===== src/rtl/uart_proto_pkg.sv =====
// Shared UART framing definitions: frame markers, CRC polynomial and receiver state encoding.
package uart_proto_pkg;

    localparam logic [7:0]  FRAME_HEADER = 8'h80;
    localparam logic [7:0]  FRAME_TAIL   = 8'h55;
    localparam logic [7:0]  CRC8_POLY    = 8'h07;
    localparam int unsigned MAX_PAYLOAD  = 11;

    typedef enum logic [3:0] {
        ST_IDLE    = 4'd0,
        ST_PAYLOAD = 4'd1,
        ST_CRC     = 4'd2,
        ST_TAIL    = 4'd3
    } rx_state_e;

    // One byte of CRC-8 (MSB first, no reflection, no final XOR).
    function automatic logic [7:0] crc8_step(input logic [7:0] crc, input logic [7:0] data);
        logic [7:0] c;
        c = crc ^ data;
        for (int i = 0; i < 8; i++) begin
            c = c[7] ? ((c << 1) ^ CRC8_POLY) : (c << 1);
        end
        return c;
    endfunction

endpackage


===== src/rtl/uart_protocol_rx_if.sv =====
// Byte stream from the UART receiver into the framing stage.
interface uart_protocol_rx_if;

    logic       uart_rx_done;
    logic [7:0] uart_rx_data;

    modport master (output uart_rx_done, output uart_rx_data);
    modport slave  (input  uart_rx_done, input  uart_rx_data);

endinterface


===== src/rtl/crc8.sv =====
// Running CRC-8 accumulator shared by the receive and transmit framing paths.
module crc8
    import uart_proto_pkg::*;
(
    input  logic       clk,
    input  logic       rst_n,
    input  logic       crc_en,
    input  logic       crc_clr,
    input  logic [7:0] data_in,
    output logic [7:0] crc_out
);

    always_ff @(posedge clk or negedge rst_n) begin
        if (!rst_n) begin
            crc_out <= 8'h00;
        end else if (crc_clr) begin
            crc_out <= 8'h00;
        end else if (crc_en) begin
            crc_out <= crc8_step(crc_out, data_in);
        end
    end

endmodule


===== src/rtl/uart_protocol_rx.sv =====
// Frame hunter for 0x80 / payload / CRC8 / 0x55 command frames; latches good payloads into rev_data*.
module uart_protocol_rx
    import uart_proto_pkg::*;
#(
    parameter int unsigned PAYLOAD_LEN    = 3,
    parameter logic [7:0]  HEADER         = FRAME_HEADER,
    parameter logic [7:0]  TAIL           = FRAME_TAIL,
    parameter int unsigned TIMEOUT_CYCLES = 50000
) (
    input  logic                clk_50M,
    input  logic                rst_n,
    uart_protocol_rx_if.slave   rx_bus,
    output logic [7:0]          rev_data0,
    output logic [7:0]          rev_data1,
    output logic [7:0]          rev_data2,
    output logic [7:0]          rev_data3,
    output logic [7:0]          rev_data4,
    output logic [7:0]          rev_data5,
    output logic [7:0]          rev_data6,
    output logic [7:0]          rev_data7,
    output logic [7:0]          rev_data8,
    output logic [7:0]          rev_data9,
    output logic [7:0]          rev_data10,
    output logic                recv_done,
    output logic                crc_err,
    output logic                tail_err,
    output logic                timeout_err,
    output logic                busy
);

    localparam int unsigned IDX_W = $clog2(MAX_PAYLOAD);
    localparam int unsigned CNT_W = $clog2(TIMEOUT_CYCLES);

    rx_state_e        state_q;
    logic [IDX_W-1:0] idx_q;
    logic [CNT_W-1:0] tmo_q;
    logic [7:0]       shadow_q [MAX_PAYLOAD];
    logic [7:0]       rev_q    [MAX_PAYLOAD];
    logic [7:0]       crc_out;

    logic       done_c;
    logic [7:0] data_c;
    logic       crc_en_c;
    logic       crc_clr_c;
    logic       tmo_hit_c;

    assign done_c    = rx_bus.uart_rx_done;
    assign data_c    = rx_bus.uart_rx_data;
    assign crc_en_c  = done_c && (state_q == ST_PAYLOAD);
    assign crc_clr_c = done_c && (state_q == ST_IDLE) && (data_c == HEADER);
    // Fires on the edge where the counter would reach its terminal value; a coincident byte wins.
    assign tmo_hit_c = (state_q != ST_IDLE) && !done_c && (tmo_q == CNT_W'(TIMEOUT_CYCLES - 2));

    crc8 u_crc8 (
        .clk     (clk_50M),
        .rst_n   (rst_n),
        .crc_en  (crc_en_c),
        .crc_clr (crc_clr_c),
        .data_in (data_c),
        .crc_out (crc_out)
    );

    always_ff @(posedge clk_50M or negedge rst_n) begin
        if (!rst_n) begin
            state_q     <= ST_IDLE;
            idx_q       <= '0;
            tmo_q       <= '0;
            recv_done   <= 1'b0;
            crc_err     <= 1'b0;
            tail_err    <= 1'b0;
            timeout_err <= 1'b0;
            busy        <= 1'b0;
            for (int i = 0; i < MAX_PAYLOAD; i++) begin
                shadow_q[i] <= 8'h00;
                rev_q[i]    <= 8'h00;
            end
        end else begin
            recv_done   <= 1'b0;
            crc_err     <= 1'b0;
            tail_err    <= 1'b0;
            timeout_err <= 1'b0;

            if (done_c || (state_q == ST_IDLE)) begin
                tmo_q <= '0;
            end else begin
                tmo_q <= tmo_q + CNT_W'(1);
            end

            if (tmo_hit_c) begin
                state_q     <= ST_IDLE;
                timeout_err <= 1'b1;
                busy        <= 1'b0;
                tmo_q       <= '0;
            end else if (done_c) begin
                case (state_q)
                    ST_IDLE: begin
                        if (data_c == HEADER) begin
                            state_q <= ST_PAYLOAD;
                            idx_q   <= '0;
                            busy    <= 1'b1;
                        end
                    end
                    ST_PAYLOAD: begin
                        shadow_q[idx_q] <= data_c;
                        if (idx_q == IDX_W'(PAYLOAD_LEN - 1)) begin
                            state_q <= ST_CRC;
                        end else begin
                            idx_q <= idx_q + IDX_W'(1);
                        end
                    end
                    ST_CRC: begin
                        if (data_c == crc_out) begin
                            state_q <= ST_TAIL;
                        end else begin
                            state_q <= ST_IDLE;
                            crc_err <= 1'b1;
                            busy    <= 1'b0;
                        end
                    end
                    ST_TAIL: begin
                        state_q <= ST_IDLE;
                        busy    <= 1'b0;
                        if (data_c == TAIL) begin
                            recv_done <= 1'b1;
                            for (int i = 0; i < MAX_PAYLOAD; i++) begin
                                if (i < PAYLOAD_LEN) begin
                                    rev_q[i] <= shadow_q[i];
                                end
                            end
                        end else begin
                            tail_err <= 1'b1;
                        end
                    end
                    default: begin
                        state_q <= ST_IDLE;
                        busy    <= 1'b0;
                    end
                endcase
            end
        end
    end

    assign rev_data0  = rev_q[0];
    assign rev_data1  = rev_q[1];
    assign rev_data2  = rev_q[2];
    assign rev_data3  = rev_q[3];
    assign rev_data4  = rev_q[4];
    assign rev_data5  = rev_q[5];
    assign rev_data6  = rev_q[6];
    assign rev_data7  = rev_q[7];
    assign rev_data8  = rev_q[8];
    assign rev_data9  = rev_q[9];
    assign rev_data10 = rev_q[10];

endmodule


===== src/flat_wrapper.sv =====
// flat-port wrapper written by rule: the top's interface ports become plain ports
module uart_protocol_rx_flat import uart_proto_pkg::*;
#(
    parameter int unsigned PAYLOAD_LEN    = 3,
    parameter logic [7:0]  HEADER         = FRAME_HEADER,
    parameter logic [7:0]  TAIL           = FRAME_TAIL,
    parameter int unsigned TIMEOUT_CYCLES = 50000
)
  (clk_50M, rst_n, rev_data0, rev_data1, rev_data2, rev_data3, rev_data4, rev_data5, rev_data6, rev_data7, rev_data8, rev_data9, rev_data10, recv_done, crc_err, tail_err, timeout_err, busy, rx_bus_uart_rx_done, rx_bus_uart_rx_data);
  uart_protocol_rx_if rx_bus_i ();
  input  logic clk_50M;
  input  logic rst_n;
  output logic [7:0] rev_data0;
  output logic [7:0] rev_data1;
  output logic [7:0] rev_data2;
  output logic [7:0] rev_data3;
  output logic [7:0] rev_data4;
  output logic [7:0] rev_data5;
  output logic [7:0] rev_data6;
  output logic [7:0] rev_data7;
  output logic [7:0] rev_data8;
  output logic [7:0] rev_data9;
  output logic [7:0] rev_data10;
  output logic recv_done;
  output logic crc_err;
  output logic tail_err;
  output logic timeout_err;
  output logic busy;
  input wire logic [$bits(rx_bus_i.uart_rx_done)-1:0] rx_bus_uart_rx_done;
  input wire logic [$bits(rx_bus_i.uart_rx_data)-1:0] rx_bus_uart_rx_data;
  assign rx_bus_i.uart_rx_done = rx_bus_uart_rx_done;
  assign rx_bus_i.uart_rx_data = rx_bus_uart_rx_data;
  uart_protocol_rx #(.PAYLOAD_LEN(PAYLOAD_LEN), .HEADER(HEADER), .TAIL(TAIL), .TIMEOUT_CYCLES(TIMEOUT_CYCLES)) u_core (.clk_50M(clk_50M), .rst_n(rst_n), .rx_bus(rx_bus_i), .rev_data0(rev_data0), .rev_data1(rev_data1), .rev_data2(rev_data2), .rev_data3(rev_data3), .rev_data4(rev_data4), .rev_data5(rev_data5), .rev_data6(rev_data6), .rev_data7(rev_data7), .rev_data8(rev_data8), .rev_data9(rev_data9), .rev_data10(rev_data10), .recv_done(recv_done), .crc_err(crc_err), .tail_err(tail_err), .timeout_err(timeout_err), .busy(busy));
endmodule

===== config.mk =====
export PLATFORM = sky130hd
export DESIGN_NAME = uart_protocol_rx_flat
export DESIGN_NICKNAME = d
export VERILOG_FILES = /design/src/rtl/uart_proto_pkg.sv /design/src/rtl/uart_protocol_rx_if.sv /design/src/rtl/crc8.sv /design/src/rtl/uart_protocol_rx.sv /design/src/flat_wrapper.sv
export SDC_FILE = /design/constraint.sdc
export NUM_CORES = 1
export LEC_CHECK = 0
export CORE_AREA = 4 4 111 113
export CTS_CLUSTER_DIAMETER = 200
export DETAILED_ROUTE_END_ITERATION = 7
export DIE_AREA = 0 0 115 117
export GPL_ROUTABILITY_DRIVEN = 1
export PLACE_DENSITY = 0.67
export SLEW_MARGIN = 20
export SYNTH_ARGS = -nofsm -noshare
export SYNTH_HDL_FRONTEND = slang
export SYNTH_HIERARCHICAL = 1
export SYNTH_SLANG_ARGS = --single-unit

===== constraint.sdc =====
create_clock -name clk_50M -period 2.55 [get_ports clk_50M]
set_input_delay 0.6375 -clock clk_50M [delete_from_list [all_inputs] [get_ports clk_50M]]
set_output_delay 0.6375 -clock clk_50M [all_outputs]
set_load 0.02 [all_outputs]

## Word level (Yosys, flattened, before mapping)

Cells that the tools add are included.

| operators by class | value |
|---|---|
| add/sub/neg operators | 2 |
| order comparisons | 2 |
| eq/ne operators | 14 |
| multiplexer cells | 42 |
| bitwise operators | 11 |
| reduce and logical (&&, ||, !) cells | 18 |

Operators with widths:

| cell | number |
|---|---|
| $bwmux W88 | 1 |
| $demux W8 S4 | 1 |
| $mux W16 | 2 |
| $mux W3 | 8 |
| $mux W4 | 6 |
| $mux W8 | 3 |
| $not A3 Y3 | 8 |
| $mux W1 | 17 |
| $add A16 B1 Y16 const B | 1 |
| $eq A16 B16 Y1 const B | 1 |
| $eq A4 B2 Y1 const B | 3 |
| $pmux W4 S3 | 1 |
| $ne A3 B2 Y1 const B | 3 |
| $eq A8 B7 Y1 const B | 1 |
| $eq A8 B8 Y1 | 1 |
| $eq A8 B8 Y1 const B | 1 |
| $pmux W4 S2 | 1 |
| $reduce_and A4 Y1 | 2 |
| $xor A8 B8 Y8 | 1 |
| $logic_and A1 B1 Y1 | 6 |
| $reduce_and A3 Y1 | 2 |
| $reduce_bool A2 Y1 | 3 |
| $ge A5 B5 Y1 const B | 1 |
| $lt A5 B1 Y1 const B | 1 |
| other kinds (13) | 14 |

| storage, ports and cells | value |
|---|---|
| flip-flop bits (word level) | 149 |
| input port bits | 11 |
| logic and storage cells | 112 |

## Longest topological paths before layout

| depth | value |
|---|---|
| word-level depth | 19 |
| depth in mapped cells | 7 |

## Hierarchy

The synthesis kept the hierarchy.

By module, submodules not included:

| module | times used | cells each | area each (sq um) | sequential area each (sq um) |
|---|---|---|---|---|
| uart_protocol_rx | 1 | 329 | 3,789.9 | 1,876.8 |
| crc8 | 1 | 57 | 636.9 | 200.2 |

## Worst setup path after synthesis

OpenSTA, ideal clock, no wires.

| timing path | value |
|---|---|
| path type | input to register |
| from | input port rx_bus_uart_rx_data[2] |
| to | register u_core.u_crc8.crc_out[4] |
| arrival time | 2.177 ns |
| data required time | 2.423 ns |
| path slack | 0.245 ns |
| stages on the path | 6 |
| path buffers | 1 |
| path through | or4b_1 nor3_1 and3_1 clkbuf_1 nor2_1 mux2_1 |

| on the way | value |
|---|---|
| elaborated cells between the ends (all ways) | 7 |
| those cells by class | 1 x eq/ne; 3 x mux; 1 x bitwise; 2 x reduce/logical |

RTL lines:

| what | RTL line | RTL |
|---|---|---|
| start: declaration | flat_wrapper.sv:30 | `input wire logic [$bits(rx_bus_i.uart_rx_data)-1:0] rx_bus_uart_rx_data;` |
| $eq A8 B8 Y1 (*) | uart_protocol_rx.sv:50 | `assign crc_clr_c = done_c && (state_q == ST_IDLE) && (data_c == HEADER);` |
| $logic_and A1 B1 Y1 (*) | uart_protocol_rx.sv:50 |  |
| via u_core.crc_clr_c | uart_protocol_rx.sv:44 | `logic crc_clr_c;` |
| $mux W8 or $reduce_bool A2 Y1 (tied branches) | - |  |
| end signal: assignment | crc8.sv:19 | `crc_out <= crc8_step(crc_out, data_in);` |
| end: declaration | crc8.sv:10 | `output logic [7:0] crc_out` |

The timed path passes the listed nets; every way through them passes the cells marked *. The select of a mux whose other input is x is not followed.
A chain may end at the register's enable or synchronous reset.

## Worst setup path after layout

| timing path | value |
|---|---|
| from | input port rx_bus_uart_rx_data[2] |
| to | register u_core.u_crc8.crc_out[6] |

Same word-level chain as after synthesis.

==> results.ini <==
[synthesis]
synth-simple-area-share_pct = 10.9
avgSynthCellArea_um2 = 11.5
synth_flop_cell = dfrtp_1
ys_ff_latch = 83
synth-xor-area-share_pct = 10.6
syn_area_um2 = 4430
synth_compound_area_share_pct = 4.01
synth.area.top_cells = dfrtp_1 (47%), mux2_2 (12%), buf_4 (11%)
ys_seq_area_share_pct = 46.9
yosysTopAreaCell = dfrtp_1
async_flop_share_pct = 100
yosysWarnings = 134
synth_fa_ha_area_share_pct = 1.70
synth_mux_area_share_pct = 12.9
synth_top_family_by_area = multiplexers
yosys.cell_types.count = 48
synthesis.instances = 386
synth_top_area_share_pct = 46.9
synth_edf_count = 0

[critical_path]
crit_path_end_kind = register
r2r_slack_ns = 0.56
worst-setup-path-type = in2reg
critPathMaxFanout = 11
worstPathArrival_ns = 2.55
start_kind = input pin
cp.required_ns = 2.76

[pwr]
switching_share_pct = 29.5
power_density_nw_per_um2 = 784
combPwrFrac_pct = 27.7
power_frac_seq_pct = 41.6
leakagePower_uw = 0.00248
p_clk_share_pct = 30.6
ir_drop_uv = 416
p_sw_uw = 1210
p_int_uw = 2880

[cells_and_area]
nets = 472
fin_util_pct = 46.1
antennaDiodeCount = 0
synthToLayoutAreaGrowth_pct = 17.8
drive_above_1_share_pct = 20.7

[cts]
cts.sinks = 83
postCtsSetupBuffers = 0
cts_hold_buf = 0
cts_resized = 0
clk_latency_ns = 0.33
root_buffer = clkbuf_16
cts_tree = built
numCtsBuffers = 9
path_clk_slew_ns = 0.06
htreeDepth = 3
cts_max_path_buffers = 2

[sta]
slew_violations = 0
tightest_slew_ns = 0.804
finalCriticalPeriod_ns = 2.33
fmax_ghz = 0.429
finalCritPeriodShare_pct = 91.5
holdWs_ns = 0.305
hold_violations = 0
finalSetupViolCount = 0
rsz0062_at_grt = false
relSlewSlack_pct = 45.9
finClkSkew_ns = 0.00674

[floorplanning]
initial_core_util_pct = 39.1
core_area_um2 = 11300
chipWidth_um = 115
die_area_um2 = 13500
io_pins = 104
die_h_um = 117
num_rows = 39

[grt]
grt_first_pass_wirelength_um = 13200
antenna_found_initial = 0
grt_max_degree = 51
grt.total_usage_pct = 12.6
grt_pass1_vias = 2714
grt_overflow = 0

[routing]
routed-via-count = 2761
routed_wl_um = 8210
drt_iter0_drc = 103
routed_via_density = 4.59
drcViolationCount = 0
ant_nets = 0
firstDrtPassIters = 4
routedWlPerCell_um = 13.6

[status]
outcome = finished clean

[run]
drv_cap = 0

[place]
place.port_buffers = 39
hpwl_um = 6160
gp_congestion = 0.843

[worst_hold_path]
min_path_type = in2async

[critical path, stage by stage]
cell             delay (ns)
clkdlybuf4s50_1        0.45
or4b_1                 0.55
nor3_1                 0.22
and3_1                 0.18
buf_4                  0.17
nor2_1                 0.06
mux2_1                 0.28
[power by group through the flow]
| stage | Combinational (uW) | Clock (uW) | Sequential [uW] |
|---|---|---|---|
| final | 1130 | 1250 | 1700 |
| after global routing | 1240 | 1350 | 1730 |
| after CTS | 1140 | 1280 | 1700 |
| after detailed placement | 1130 | 0 | 1720 |
| after global placement | 1100 | 0 | 1710 |
| after floorplan | 941 | 0 | 1680 |
[placed cells by master, fill, tap and decap left out, types with 3 or more instances in the layout]
cell	synthesis	layout
a211oi_1	4	4
a21oi_1	5	5
and3_1	5	5
buf_4	64	29
clkbuf_16	0	9
clkdlybuf4s50_1	0	38
conb_1	1	64
dfrtp_1	83	83
ha_1	6	6
inv_1	10	10
mux2_2	48	48
nand2_1	15	15
nand2b_1	3	3
nand3_1	9	9
nand4_1	3	3
nor2_1	35	35
nor2b_1	4	4
nor3_1	8	8
o21ai_0	3	3
o2bb2ai_1	3	3
xnor2_1	27	27
xnor3_1	3	3
xor2_1	9	9
xor3_1	3	3
[worst paths after layout]
path / start / end / cells past startpoint
max in group asynchronous: rst_n / u_core/rev_data1[7] / 2
min reg2reg: u_core/tmo_q[0] / u_core/tmo_q[0] / 1
min in group clk_50M: u_core/tmo_q[0] / u_core/tmo_q[0] / 1
max reg2reg: u_core/tmo_q[0] / u_core/busy / 7
min: rst_n / u_core/tmo_q[10] / 1
max: rx_bus_uart_rx_data[2] / u_core/u_crc8/crc_out[6] / 7
[cells in the mapped netlist (all sizes together) (2+ instances only)]
cell / number
a21oi: 5
nor3: 8
nand2: 15
a31o: 2
a211o: 2
or3: 2
dfrtp: 83
inv: 10
xor2: 9
nand4: 3
a211oi: 4
nand2b: 3
o2bb2ai: 3
xnor2: 28
clkbuf: 6
xor3: 3
ha: 6
mux2: 50
xnor3: 3
nor2: 35
o21ai: 3
nor4: 2
nor2b: 4
buf: 67
and3: 5
nand3: 9
[per-stage QoR]
step                      cell area [um2]  setup slack, ns  instances  power [uW]  setup TNS [ns]
after floorplan                      4660            0.245        449        2620               0
after global placement               4930           -0.115        587        2810           -1.89
after detailed placement             4930           -0.129        587        2850           -2.09
after CTS                            5210            0.203        602        4130               0
after global routing                 5210           0.0583        602        4320               0
final                                5210            0.217        602        4090               0
[logic make-up after synthesis]
logic type	count (synthesis)
flops	83
other cells	1
simple gates	94
buf+inv	83
fa+ha+maj	6
compound gates	25
xor+xnor	43
mux	51
[layout make-up]
class | count | area (um2)
Fill cell | 1028 | 6110
Sequential cell | 83 | 2080
Multi-Input combinational cell | 283 | 2020
Timing Repair Buffer | 68 | 618
Clock buffer | 11 | 233
Tap cell | 143 | 179
Clock inverter | 4 | 51.3
Inverter | 10 | 37.5
[metal layers]
| metal | global-route usage [%] | routed length, um |
|---|---|---|
| met2 | 20.8 | 4080 |
| met3 | 2.83 | 424 |
| met4 | 6.10 | 180 |
| met5 | 0 | 0 |
| met1 | 15.6 | 3530 |
[registers in the layout, indices dropped and copies added, names as in the netlist]
name                   cells
u_core/rev_data1           8
u_core/crc_err             1
u_core/state_q             2
u_core/shadow_q           24
u_core/u_crc8/crc_out      8
u_core/tail_err            1
u_core/rev_data0           8
u_core/busy                1
u_core/timeout_err         1
u_core/rev_data2           8
u_core/recv_done           1
u_core/idx_q               4
u_core/tmo_q              16
Note: power is estimated with default switching activity, not from simulation.
